$ cat src/rtl/video_csc_out_if.sv
// Video bus between the core and the analogue output colour-space converter.
// Master drives raw RGB plus sync; slave returns converted video and delayed sync.
interface video_csc_out_if #(parameter int DW = 8);
  logic [1:0]      mode_req;
  logic            hsync;
  logic            vsync;
  logic            csync;
  logic            de;
  logic [3*DW-1:0] din;
  logic [3*DW-1:0] dout;
  logic            hsync_o;
  logic            vsync_o;
  logic            csync_o;
  logic            de_o;
  logic [1:0]      mode_active;

  modport master (
    output mode_req, hsync, vsync, csync, de, din,
    input  dout, hsync_o, vsync_o, csync_o, de_o, mode_active
  );

  modport slave (
    input  mode_req, hsync, vsync, csync, de, din,
    output dout, hsync_o, vsync_o, csync_o, de_o, mode_active
  );
endinterface

$ cat src/rtl/video_csc_out.sv
// RGB -> RGB / YPbPr (601, 709) / YCbCr (601 limited) converter with matched sync delay.
// Mode changes take effect only on a vsync rising edge so frames are never mixed.
module video_csc_lane #(
  parameter int DW = 8
) (
  input  logic              clk,
  input  logic              reset_n,
  input  logic [DW-1:0]     r,
  input  logic [DW-1:0]     g,
  input  logic [DW-1:0]     b,
  input  logic signed [9:0] kr,
  input  logic signed [9:0] kg,
  input  logic signed [9:0] kb,
  input  logic [DW-1:0]     off,
  input  logic              blank,
  output logic [DW-1:0]     q
);
  localparam int SW = DW + 11;

  logic signed [SW-1:0] sum, sum_nx;
  logic signed [SW:0]   acc;
  logic [DW+3:0]        res;
  logic [DW-1:0]        clamped;

  always_comb begin
    sum_nx = SW'($signed({1'b0, r})) * SW'(kr)
           + SW'($signed({1'b0, g})) * SW'(kg)
           + SW'($signed({1'b0, b})) * SW'(kb);
    acc = (SW+1)'(sum) + $signed((SW+1)'({off, 8'd0})) + (SW+1)'(128);
    res = acc[SW:8];
    // res[DW+3] is the sign; any of res[DW+2:DW] set means above full scale
    if (res[DW+3])           clamped = '0;
    else if (|res[DW+2:DW])  clamped = '1;
    else                     clamped = res[DW-1:0];
  end

  always_ff @(posedge clk or negedge reset_n) begin
    if (!reset_n) begin
      sum <= '0;
      q   <= '0;
    end else begin
      sum <= sum_nx;
      q   <= blank ? off : clamped;
    end
  end
endmodule

module video_csc_out #(
  parameter int DW          = 8,
  parameter int EXTRA_DELAY = 0,
  parameter int BLANK       = 1
) (
  input  logic            clk,
  input  logic            reset_n,
  video_csc_out_if.slave  vid
);
  localparam int NUM_LANES = 3;
  localparam int OW        = 3*DW + 4;
  localparam logic [DW-1:0] Y_LIM = DW'(16  << (DW-8));
  localparam logic [DW-1:0] C_MID = DW'(128 << (DW-8));

  function automatic logic [9:0] k10(input int v);
    return 10'(v);
  endfunction

  // lane 2 = R / Pr / Cr, lane 1 = G / Y, lane 0 = B / Pb / Cb; packed {kr,kg,kb}
  function automatic logic [29:0] coefs(input logic [1:0] m, input int ln);
    logic [29:0] k;
    k = '0;
    case ({m, 2'(ln)})
      4'b00_10: k = {k10(256),  k10(0),    k10(0)};
      4'b00_01: k = {k10(0),    k10(256),  k10(0)};
      4'b00_00: k = {k10(0),    k10(0),    k10(256)};
      4'b01_10: k = {k10(128),  k10(-107), k10(-21)};
      4'b01_01: k = {k10(77),   k10(150),  k10(29)};
      4'b01_00: k = {k10(-43),  k10(-85),  k10(128)};
      4'b10_10: k = {k10(112),  k10(-94),  k10(-18)};
      4'b10_01: k = {k10(66),   k10(129),  k10(25)};
      4'b10_00: k = {k10(-38),  k10(-74),  k10(112)};
      4'b11_10: k = {k10(128),  k10(-116), k10(-12)};
      4'b11_01: k = {k10(54),   k10(183),  k10(19)};
      4'b11_00: k = {k10(-29),  k10(-99),  k10(128)};
      default:  k = '0;
    endcase
    return k;
  endfunction

  logic [3*DW-1:0] rgb_s1, dout_s3;
  logic [3:0]      sync_s1, sync_s2, sync_s3;  // {hsync, vsync, csync, de}
  logic [1:0]      mode_active, mode_s2, mode_nx;
  logic            vs_rise, blank_s2;
  logic [DW-1:0]   y_off, c_off;
  logic [OW-1:0]   out_s3, out_w;

  assign vs_rise = vid.vsync & ~sync_s1[2];
  assign mode_nx = vs_rise ? vid.mode_req : mode_active;

  always_ff @(posedge clk or negedge reset_n) begin
    if (!reset_n) begin
      rgb_s1      <= '0;
      sync_s1     <= '0;
      sync_s2     <= '0;
      sync_s3     <= '0;
      mode_active <= '0;
      mode_s2     <= '0;
    end else begin
      rgb_s1      <= vid.din;
      sync_s1     <= {vid.hsync, vid.vsync, vid.csync, vid.de};
      mode_active <= mode_nx;
      sync_s2     <= sync_s1;
      mode_s2     <= mode_active;
      sync_s3     <= sync_s2;
    end
  end

  // black level equals the mode's offset, so blanking just forces the offset out
  assign blank_s2 = (BLANK != 0) && !sync_s2[0];
  assign y_off    = (mode_s2 == 2'd2) ? Y_LIM : '0;
  assign c_off    = (mode_s2 == 2'd0) ? '0 : C_MID;

  for (genvar l = 0; l < NUM_LANES; l++) begin : g_lane
    logic [29:0] k;
    assign k = coefs(mode_active, l);
    video_csc_lane #(.DW(DW)) u_lane (
      .clk     (clk),
      .reset_n (reset_n),
      .r       (rgb_s1[3*DW-1 -: DW]),
      .g       (rgb_s1[2*DW-1 -: DW]),
      .b       (rgb_s1[DW-1:0]),
      .kr      ($signed(k[29:20])),
      .kg      ($signed(k[19:10])),
      .kb      ($signed(k[9:0])),
      .off     ((l == 1) ? y_off : c_off),
      .blank   (blank_s2),
      .q       (dout_s3[l*DW +: DW])
    );
  end

  assign out_s3 = {dout_s3, sync_s3};

  if (EXTRA_DELAY > 0) begin : g_xdly
    logic [EXTRA_DELAY-1:0][OW-1:0] xpipe;
    always_ff @(posedge clk or negedge reset_n) begin
      if (!reset_n) begin
        xpipe <= '0;
      end else begin
        xpipe[0] <= out_s3;
        for (int i = 1; i < EXTRA_DELAY; i++) xpipe[i] <= xpipe[i-1];
      end
    end
    assign out_w = xpipe[EXTRA_DELAY-1];
  end else begin : g_nodly
    assign out_w = out_s3;
  end

  assign vid.dout        = out_w[OW-1:4];
  assign vid.hsync_o     = out_w[3];
  assign vid.vsync_o     = out_w[2];
  assign vid.csync_o     = out_w[1];
  assign vid.de_o        = out_w[0];
  assign vid.mode_active = mode_active;
endmodule

$ cat src/flat_wrapper.sv
// flat-port wrapper written by rule: the top's interface ports become plain ports
module video_csc_out_flat 
#(
  parameter int DW          = 8,
  parameter int EXTRA_DELAY = 0,
  parameter int BLANK       = 1
)
  (clk, reset_n, vid_mode_req, vid_hsync, vid_vsync, vid_csync, vid_de, vid_din, vid_dout, vid_hsync_o, vid_vsync_o, vid_csync_o, vid_de_o, vid_mode_active);
  video_csc_out_if #(.DW(DW)) vid_i ();
  input  logic clk;
  input  logic reset_n;
  input wire logic [$bits(vid_i.mode_req)-1:0] vid_mode_req;
  input wire logic [$bits(vid_i.hsync)-1:0] vid_hsync;
  input wire logic [$bits(vid_i.vsync)-1:0] vid_vsync;
  input wire logic [$bits(vid_i.csync)-1:0] vid_csync;
  input wire logic [$bits(vid_i.de)-1:0] vid_de;
  input wire logic [$bits(vid_i.din)-1:0] vid_din;
  output wire logic [$bits(vid_i.dout)-1:0] vid_dout;
  output wire logic [$bits(vid_i.hsync_o)-1:0] vid_hsync_o;
  output wire logic [$bits(vid_i.vsync_o)-1:0] vid_vsync_o;
  output wire logic [$bits(vid_i.csync_o)-1:0] vid_csync_o;
  output wire logic [$bits(vid_i.de_o)-1:0] vid_de_o;
  output wire logic [$bits(vid_i.mode_active)-1:0] vid_mode_active;
  assign vid_i.mode_req = vid_mode_req;
  assign vid_i.hsync = vid_hsync;
  assign vid_i.vsync = vid_vsync;
  assign vid_i.csync = vid_csync;
  assign vid_i.de = vid_de;
  assign vid_i.din = vid_din;
  assign vid_dout = vid_i.dout;
  assign vid_hsync_o = vid_i.hsync_o;
  assign vid_vsync_o = vid_i.vsync_o;
  assign vid_csync_o = vid_i.csync_o;
  assign vid_de_o = vid_i.de_o;
  assign vid_mode_active = vid_i.mode_active;
  video_csc_out #(.DW(DW), .EXTRA_DELAY(EXTRA_DELAY), .BLANK(BLANK)) u_core (.clk(clk), .reset_n(reset_n), .vid(vid_i));
endmodule
$ cat config.mk
export PLATFORM = sky130hd
export DESIGN_NAME = video_csc_out_flat
export DESIGN_NICKNAME = d
export VERILOG_FILES = /design/src/rtl/video_csc_out_if.sv /design/src/rtl/video_csc_out.sv /design/src/flat_wrapper.sv
export SDC_FILE = /design/constraint.sdc
export NUM_CORES = 1
export LEC_CHECK = 0
export ABC_CLOCK_PERIOD_IN_PS = 8700
export CORE_MARGIN = 2
export CORE_UTILIZATION = 25
export DETAILED_ROUTE_END_ITERATION = 16
export PLACE_DENSITY = 0.46
export SETUP_SLACK_MARGIN = 0.1
export SKIP_CTS_REPAIR_TIMING = 1
export SYNTH_ARGS = -nofsm -noshare
export SYNTH_HDL_FRONTEND = slang
export SYNTH_SLANG_ARGS = --single-unit
$ cat constraint.sdc
create_clock -name clk -period 8.7 [get_ports clk]
set_input_delay 2.61 -clock clk [delete_from_list [all_inputs] [get_ports clk]]
set_output_delay 2.61 -clock clk [all_outputs]
set_load 0.05 [all_outputs]
==> impl_metrics.tcl <==
set metrics [dict create \
    outcome "complete, no violations" \
    grt_pass1_wl_mm 95.8 \
    synth.yosys.warnings 0 \
    synth_top_area_share 0.414 \
    cts_sinks 100 \
    dpl.hpwl_mm 54.1 \
    clock_skew_ps 21.2 \
    fin_setup_tns_ps 0 \
    yosysMostFrequentCell "inv_1" \
    rsz0062_at_grt "no" \
    place_congestion 0.928 \
    tightest_slew_ps 1010 \
    drtPass1Iterations 5 \
    core_sq_mm 0.0833 \
    clock_path_buffers 2 \
    cp-end-kind "register" \
    synth_top_cell_by_area "fa_1" \
    drtIter0Drc 655 \
    layout-area-overhead-vs-synth_pct 10.8 \
    placed_area_sq_mm 0.0229 \
    min_period_over_period 0.861 \
    drc_errors 0 \
    synth_cell_types 55 \
    syn_avg_cell_area_sq_um 10.0 \
    hold_viol 0 \
    layout_setup_ws_ps 1210 \
    grt_start_max_net_pins 57 \
    ys_top_cells_by_count "699 x inv_1, 434 x fa_1, 315 x ha_1, 104 x nand2_1, 100 x dfrtp_1" \
    syn_area_sq_mm 0.0210 \
    preCtsSetupSlack_ps 1220 \
    synth-seq-area-share 0.119 \
    period_needed_ps 7490 \
    rows 106 \
    die_h_microns 294 \
    nets 2933 \
    initial_core_util 0.252 \
    path_clk_slew_ps 100 \
    min_path_type "register to register" \
    cts_made_buffers 9 \
    cp.required_ps 8970 \
    worst_slew_margin_rel 0.327 \
    cts_max_level 3 \
    grt_overflow 0 \
    synthArstFlopShare 1.00 \
    avgRoutedWirePerCell_microns 18.8 \
    nFillCells 8866 \
    die-width_microns 294 \
    cp_max_fo 23 \
    final-setup-viol-count 0 \
    layout-drive-gt1-share 0.0162 \
    dieArea_sq_mm 0.0862 \
    vias 13400 \
    start_kind "register" \
    wirelength_mm 61.0 \
    synth_area_leaders "fa_1 41%, ha_1 19%, inv_1 13%" \
    grt_antenna_before_repair 1 \
    maxCapViolations 0 \
    track_usage 0.152 \
    syn_inst 2090 \
    cts-root-buf "clkbuf_16" \
    portBuffers 61 \
    arrival_ps 7760 \
    final_area_sq_mm 0.0232 \
    drtAntennaViolNets 0 \
    slew_viol_final 0 \
    crit_type "register to register" \
    synth_edf_count 0 \
    insertion_delay_ps 420 \
    grt_pass1_vias 15400 \
    io_pins 62 \
    cts_tree "yes" \
    viasPerCell 4.15 \
    synth_seq_cells 100 \
    synthFlopType "dfrtp_1" \
    fmax_mhz 134 \
]
final timing paths:
check / slack [ps] / cells after the start / from / to
worst min register to register: 350 / 0 / u_core.sync_s1[1]$_DFF_PN0_ / u_core.sync_s2[1]$_DFF_PN0_
min in group asynchronous: 2270 / 1 / reset_n / u_core.rgb_s1[22]$_DFF_PN0_
worst max register to register: 1210 / 24 / u_core.vid.mode_active[1]$_DFFE_PN0P_ / u_core.g_lane[2].u_lane.sum[18]$_DFF_PN0_
max in group asynchronous: 5150 / 2 / reset_n / u_core.g_lane[0].u_lane.sum[11]$_DFF_PN0_
worst min-delay path: 350 / 0 / u_core.sync_s1[1]$_DFF_PN0_ / u_core.sync_s2[1]$_DFF_PN0_
worst max-delay path: 1210 / 24 / u_core.vid.mode_active[1]$_DFFE_PN0P_ / u_core.g_lane[2].u_lane.sum[18]$_DFF_PN0_
metal layers:
layer | track usage | wire length [microns] | up-vias
met5 | 0 | 0 | -
met4 | 0.0638 | 2350 | 0
met1 | 0.202 | 27100 | 6900
met2 | 0.251 | 29500 | 216
li1 | - | - | 6251
met3 | 0.0188 | 2060 | 68
worst max-delay path: stages (launching register included):
cell	delay, ps
dfrtp_1	440
inv_1	100
ha_1	530
nand2b_1	340
fa_1	820
inv_1	250
fa_1	760
inv_1	110
fa_1	580
inv_1	110
fa_1	490
inv_1	50
fa_1	470
inv_1	50
fa_1	490
inv_1	50
fa_1	540
inv_1	60
ha_1	330
inv_1	120
o21bai_1	80
a21oi_1	160
o21ai_0	110
a21o_1	170
xnor2_1	120
stage by stage:
step	utilization	hold slack [ps]	std cells
2_1_floorplan	-	331	2093
3_3_place_gp	0.275	334	3221
3_5_place_dp	0.275	335	3221
4_1_cts	0.279	354	3237
5_1_grt	0.279	360	3237
6_report	0.279	352	3238
logic make-up (layout without fill, tap and decap cells):
family          after synthesis  in the layout  synth area share
compound gates              129            129            0.0402
xor+xnor                     69             69            0.0288
fa+ha+maj                   749            749             0.603
buf+inv                     721            785             0.129
flops                       100            100             0.119
mux                           2              2          0.000955
other cells                   2              6          0.000358
simple gates                318            318            0.0785
state kept, by name, indices dropped and copies added, names as in the netlist:
register	flops
u_core.g_lane.u_lane.q	24
u_core.g_lane.u_lane.sum	36
u_core.mode_s2	2
u_core.rgb_s1	24
u_core.sync_s1	4
u_core.sync_s2	4
u_core.sync_s3	4
u_core.vid.mode_active	2
final cells by class:
type                    instances  area (sq um)  area share
flip-flops and latches        100          2500       0.108
clock buffers                  10           229     0.00986
inverters                     699          2620       0.113
well taps                    1080          1350      0.0582
diodes                          1          2.50    0.000108
multi-input cells            1272         15800       0.679
clock inverters                 6          82.6     0.00356
repair buffers                 70           676      0.0291
placed cells by master, fill, tap and decap left out, drive strengths merged, types with 2 or more instances in the layout:
| cell type | synthesis | routed |
|---|---|---|
| clkdlybuf4s50 | 0 | 60 |
| o41ai | 2 | 2 |
| a31oi | 5 | 5 |
| a21o | 13 | 13 |
| clkbuf | 20 | 10 |
| inv | 699 | 701 |
| nand4 | 5 | 5 |
| xnor2 | 47 | 47 |
| o2111ai | 2 | 2 |
| a211o | 2 | 2 |
| nor2 | 32 | 32 |
| nand3b | 2 | 2 |
| a21oi | 40 | 40 |
| buf | 2 | 10 |
| and3 | 6 | 6 |
| o221ai | 2 | 2 |
| or2 | 4 | 4 |
| xor2 | 22 | 22 |
| nor3 | 10 | 10 |
| dfrtp | 100 | 100 |
| nor2b | 10 | 10 |
| conb | 2 | 5 |
| nand3 | 22 | 22 |
| nand2 | 104 | 104 |
| and2 | 90 | 90 |
| a21boi | 6 | 6 |
| nor3b | 3 | 3 |
| nand2b | 26 | 26 |
| o21bai | 4 | 4 |
| o22ai | 2 | 2 |
| fa | 434 | 434 |
| o21ai | 27 | 27 |
| o21a | 8 | 8 |
| mux2i | 2 | 2 |
| ha | 315 | 315 |
| o31ai | 4 | 4 |
| nor4 | 2 | 2 |
| clkinv | 0 | 2 |
| o211ai | 3 | 3 |
| a31o | 3 | 3 |
Power is left out: the tool's default activity adds up to more than one toggle a clock period on the data nets, which glitch-free logic cannot reach.
